[config.mk]
export PLATFORM = sky130hd
export DESIGN_NAME = flow_word_packer
export DESIGN_NICKNAME = d
export VERILOG_FILES = /design/src/rtl/flow_word_packer.sv
export SDC_FILE = /design/constraint.sdc
export NUM_CORES = 1
export LEC_CHECK = 0
export ABC_AREA = 1
export CAP_MARGIN = 30
export CORE_ASPECT_RATIO = 0.6
export CORE_MARGIN = 4
export CORE_UTILIZATION = 51
export CTS_BUF_LIST = sky130_fd_sc_hd__clkbuf_4 sky130_fd_sc_hd__clkbuf_8 sky130_fd_sc_hd__clkbuf_16
export DETAILED_ROUTE_END_ITERATION = 6
export PLACE_DENSITY_LB_ADDON = 0.08
export SKIP_CTS_REPAIR_TIMING = 1
export SKIP_LAST_GASP = 1
export SLEW_MARGIN = 20
export SYNTH_ARGS = -nofsm -noshare
export SYNTH_HDL_FRONTEND = slang
export SYNTH_SLANG_ARGS = --single-unit
[constraint.sdc]
create_clock -name clk -period 1.6 [get_ports clk]
set_input_delay 0.4 -clock clk [delete_from_list [all_inputs] [get_ports clk]]
set_output_delay 0.4 -clock clk [all_outputs]
set_load 0.005 [all_outputs]
[src/rtl/flow_word_packer.sv]
// Width up-converter: packs up to K consecutive N-bit words into one K*N-bit beat
// on a registered valid/ready output; last_in closes a short beat early.
module flow_word_packer #(
  parameter int N = 4,
  parameter int K = 4
) (
  input  logic                  clk,
  input  logic                  rst,
  input  logic                  valid_in,
  input  logic                  last_in,
  input  logic [N-1:0]          d_in,
  output logic                  ready_out,
  output logic                  valid_out,
  input  logic                  ready_in,
  output logic [K*N-1:0]        d_out,
  output logic [$clog2(K):0]    cnt_out,
  output logic                  last_out
);

  localparam int             CW      = $clog2(K);
  localparam logic [CW-1:0]  CNT_MAX = CW'(K - 1);

  logic [CW-1:0]         cnt_q, cnt_d;
  logic [(K-1)*N-1:0]    acc_q, acc_d;
  logic [K*N-1:0]        d_out_q, d_out_d;
  logic [CW:0]           cnt_out_q, cnt_out_d;
  logic                  last_out_q, last_out_d;
  logic                  valid_out_q, valid_out_d;

  logic                  is_full;
  logic                  accept;
  logic                  completing;
  logic                  drain;
  logic [K*N-1:0]        acc_ext;
  logic [K*N-1:0]        beat;

  // Stage boundary: accumulator and slot counter feed the output register.
  always_comb begin
    is_full    = (cnt_q == CNT_MAX);
    // Non-completing words never need the output register, so they bypass backpressure.
    ready_out  = (~is_full & ~last_in) | ~valid_out_q | ready_in;
    accept     = valid_in & ready_out;
    completing = is_full | last_in;
    drain      = valid_out_q & ready_in;

    // Zero-padded view so the top slot can be indexed uniformly.
    acc_ext = {{N{1'b0}}, acc_q};
    beat    = '0;
    for (int i = 0; i < K; i++) begin
      if (CW'(i) < cnt_q) begin
        beat[i*N +: N] = acc_ext[i*N +: N];
      end else if (CW'(i) == cnt_q) begin
        beat[i*N +: N] = d_in;
      end
    end

    cnt_d       = cnt_q;
    acc_d       = acc_q;
    d_out_d     = d_out_q;
    cnt_out_d   = cnt_out_q;
    last_out_d  = last_out_q;
    valid_out_d = valid_out_q;

    if (drain) begin
      valid_out_d = 1'b0;
    end

    if (accept) begin
      if (completing) begin
        d_out_d     = beat;
        cnt_out_d   = (CW+1)'(cnt_q) + (CW+1)'(1);
        last_out_d  = last_in;
        valid_out_d = 1'b1;
        cnt_d       = '0;
        acc_d       = '0;
      end else begin
        for (int i = 0; i < K - 1; i++) begin
          if (CW'(i) == cnt_q) begin
            acc_d[i*N +: N] = d_in;
          end
        end
        cnt_d = cnt_q + CW'(1);
      end
    end
  end

  // Stage boundary: registered state and output beat.
  always_ff @(posedge clk or negedge rst) begin
    if (!rst) begin
      cnt_q       <= '0;
      acc_q       <= '0;
      d_out_q     <= '0;
      cnt_out_q   <= '0;
      last_out_q  <= 1'b0;
      valid_out_q <= 1'b0;
    end else begin
      cnt_q       <= cnt_d;
      acc_q       <= acc_d;
      d_out_q     <= d_out_d;
      cnt_out_q   <= cnt_out_d;
      last_out_q  <= last_out_d;
      valid_out_q <= valid_out_d;
    end
  end

  assign valid_out = valid_out_q;
  assign d_out     = d_out_q;
  assign cnt_out   = cnt_out_q;
  assign last_out  = last_out_q;

endmodule

# Word level (Yosys, flattened, before mapping)
# Index checks and enable logic that the tools add are counted.
# totals
output_inout_bits	22
input_bits	9
regBits	35
elab_cells	51
# op_classes
muxes	16
n_reduce_logical	8
bitwise_logic	9
add_sub_neg	2
eq_ne	4
n_lt_le_gt_ge	4
# op_table
operator	n
$mux W4	11
$mux W12	1
$reduce_and A2 Y1	4
$reduce_bool A2 Y1	3
$eq A2 B2 Y1 const A	2
$lt A1 B2 Y1 const A	2
$lt A2 B2 Y1 const A	2
$add A2 B1 Y3 const B	1
$and A1 B1 Y1	3
$mux W1	3
$not A1 Y1	3
$or A1 B1 Y1	3
$add A2 B1 Y2 const B	1
$eq A1 B2 Y1 const A	1
$eq A2 B2 Y1 const B	1
$logic_not A2 Y1	1
$mux W2	1

# Depth between registers and ports, before layout
# logic_depth
depth_word	7
mapped_depth	8
mapped_depth_nobuf	7

# Least setup slack after synthesis
# OpenSTA, ideal clock, no wires.
# synth_path
kind	reg2reg
start	register cnt_q[1]
end	register acc_q[0]
setup_time_ps	117
n_path_buf	1
path_slack_ps	153
required_ps	1483
synth_period_minus_slack_ps	1447
t_arrival_ps	1330
stages_incl_launch_ff	9
path_cell_list	dfrtp_1 inv_1 ha_1 clkbuf_1 inv_1 nand2_1 nand3_1 nand2_1 nand2_1
# synth_between
elab_chain_len	7
# synth_lines
item	line	rtl
start: declaration	23	logic [CW-1:0] cnt_q, cnt_d;
start signal: assignment	97	cnt_q <= cnt_d;
$eq A2 B2 Y1	39	is_full = (cnt_q == CNT_MAX);
$not A1 Y1	41	ready_out = (~is_full & ~last_in) | ~valid_out_q | ready_in;
$and A1 B1 Y1	41	
$or A1 B1 Y1 (2 in series)	41	
$and A1 B1 Y1	42	accept = valid_in & ready_out;
$reduce_and A2 Y1 (no source line)	-	
end signal: assignment	91	acc_q <= '0;
end signal: assignment	98	acc_q <= acc_d;
end: declaration	24	logic [(K-1)*N-1:0] acc_q, acc_d;
# Several ways; a longest one is shown, not always the timed one.
# A chain may end at the register's enable or synchronous reset.

# Worst setup path in the final report
# layout_path
start	register cnt_q[0]
end	output ready_out
# layout_between
elab_chain_len	5
# layout_lines
item	line	rtl
$eq A2 B2 Y1	39	
named net is_full	30	logic is_full;
$not A1 Y1	41	
$and A1 B1 Y1	41	
$or A1 B1 Y1 (2 in series)	41	
end: declaration	12	output logic ready_out,
# The timed path passes the listed nets, and every way through them passes these cells.

==> impl_metrics.tcl <==
set metrics [dict create \
    cp_cell_sequence "ha_2, inv_2, nand2_1, nand2_1, clkbuf_2" \
    dieArea_um2 4230 \
    yosysUniqueCellTypes 16 \
    critPathSlowestCell "dfrtp_1" \
    avgRoutedWirePerCell_um 13.8 \
    first_pass_iters 4 \
    setup_viol 0 \
    syn_area_um2 1650 \
    p_leak_nw 1.13 \
    hold_class "in2reg" \
    hold-worst-slack_ns 0.455 \
    grt_pass1_vias 1446 \
    overflow 0 \
    final_cell_mix "nand2_1, dfrtp_1, clkdlybuf4s50_1" \
    synth_nets 208 \
    clockBufferDepth 2 \
    drv_cap 0 \
    power_mw 2.85 \
    area_growth_syn_to_layout_pct 35.0 \
    finalWeightedCongestion 0.878 \
    worstSetupPathType "reg2out" \
    cp_top_family "flip-flops" \
    yosysWarnings 0 \
    clock_sinks 35 \
    ios 31 \
    peakVddDrop_v 0.000628 \
    nets 252 \
    avgSynthCellArea_um2 8.45 \
    cts-root-buf "clkbuf_8" \
    vias_per_cell 5.17 \
    max_slew_margin_pct 78.0 \
    grt_max_degree 36 \
    ys_ff_latch 35 \
    start_util_pct 55.2 \
    vias 1458 \
    routed_wl_um 3900 \
    drive_gt1_share_pct 17.1 \
    synth_cells 195 \
    cts_buffers 5 \
    end_kind "primary output" \
    coreArea_um2 2980 \
    placementRows 15 \
    postLayoutCellArea_um2 2220 \
    die_w_um 81.4 \
    cts_tree "built" \
    min_period_over_period_pct 97.7 \
    critPathMaxStageDelay_ns 0.39 \
    drv_slew 0 \
    dp_cells 273 \
    skew_ns 0.00731 \
    cts.htree.levels 2 \
    drt_iter0_drc 100 \
    status "finished clean" \
    hpwl_um 2880 \
    fin_cells 282 \
    final.setup.tns_ns 0 \
    seq_area_frac_synth_pct 53.2 \
    path_buf_inv 2 \
    diodes 0 \
    final_util_pct 74.5 \
    ant_nets 0 \
    final-hold-violation-count 0 \
    grt_pass1_wl_um 6670 \
    final_common_cell "nand2_1" \
    critPathLaunchType "flip-flop" \
    clkTransAtPathRegs_ns 0.06 \
    cp.arrival_ns 1.16 \
    track_usage_pct 21.2 \
    power_density_nw_per_um2 1280 \
    cpMostUsedCell "nand2_1" \
    die_h_um 52.0 \
    max_freq_ghz 0.639 \
    place_ws_ns -0.397 \
    portBuffers 30 \
    clock_latency_ns 0.28 \
    rsz0062_at_grt "true" \
    dpl_cell_area_um2 2090 \
    worst_pin_slew_ns 0.329 \
    post-route-min-period_ns 1.56 \
    critPathRequiredTime_ns 1.20 \
    n_fill_cell 216 \
    crit_fanout 2 \
    antenna_found_initial 0 \
    drc 0 \
    layout_setup_ws_ns 0.0362 \
]
-- worst paths after layout --
path / start / to / slack [ns] / cells past startpoint
max: cnt_q[0]$_DFFE_PN0P_ / ready_out / 0.04 / 5
max in group asynchronous: rst / acc_q[8]$_DFFE_PN0P_ / 0.94 / 2
min reg2reg: acc_q[3]$_DFFE_PN0P_ / acc_q[3]$_DFFE_PN0P_ / 0.47 / 2
max reg2reg: cnt_q[0]$_DFFE_PN0P_ / acc_q[1]$_DFFE_PN0P_ / 0.16 / 7
min in group asynchronous: rst / acc_q[5]$_DFFE_PN0P_ / 0.49 / 2
min: last_in / last_out$_DFFE_PN0P_ / 0.46 / 3
-- power breakdown --
part | leakage (nW) | switching (mW) | internal [mW] | total [mW]
Sequential | 0.465 | 0.0940 | 1.06 | 1.16
Combinational | 0.602 | 0.418 | 0.463 | 0.881
Clock | 0.0612 | 0.313 | 0.504 | 0.817
Total | 1.13 | 0.825 | 2.03 | 2.85
-- routing by layer --
layer	routed length (um)	GRT usage (%)
met5	0	0
met2	1730	32.7
met1	1850	28.5
met4	48	7.30
met3	268	6.06
-- Yosys cell counts --
master	count	area, um^2
nand2_1	83	312
nand4_1	12	75.1
inv_1	10	37.5
or2_2	4	25.0
o21ai_0	17	85.1
buf_2	3	15.0
o21ai_1	3	15.0
clkbuf_1	4	15.0
ha_1	4	50.1
nand3_1	7	35.0
dfrtp_1	35	876
buf_6	3	33.8
nor2_1	2	7.51
nand3_2	1	10.0
o21ai_2	6	52.6
inv_2	1	3.75
-- sequential cells by signal (all words and copies together) (netlist names) --
signal     count
d_out         16
valid_out      1
cnt_out        3
acc_q         12
cnt_q          2
last_out       1
-- cells by family (layout without fill, tap and decap cells) --
logic type	after synthesis	after routing	share of synthesized area, %
buf+inv	21	66	6.38
simple gates	109	109	28.2
flops	35	35	53.2
compound gates	26	26	9.26
fa+ha+maj	4	4	3.04
-- cell type report --
class / instances / area, um^2 / area share [%]
clock inverter: 2 / 35.0 / 1.57
tap: 42 / 52.6 / 2.36
multi-input combinational: 139 / 674 / 30.3
timing repair buffer: 47 / 463 / 20.8
sequential: 35 / 876 / 39.4
clock buffer: 6 / 82.6 / 3.71
inverter: 11 / 41.3 / 1.86
-- tightest hold or removal path: cells and delay by family --
kind	cells	cell delay, ns
AO/OA/AOI/OAI	1	0.07
buffers and inverters	2	0.22
No activity file was read; power rests on OpenSTA's default activity.
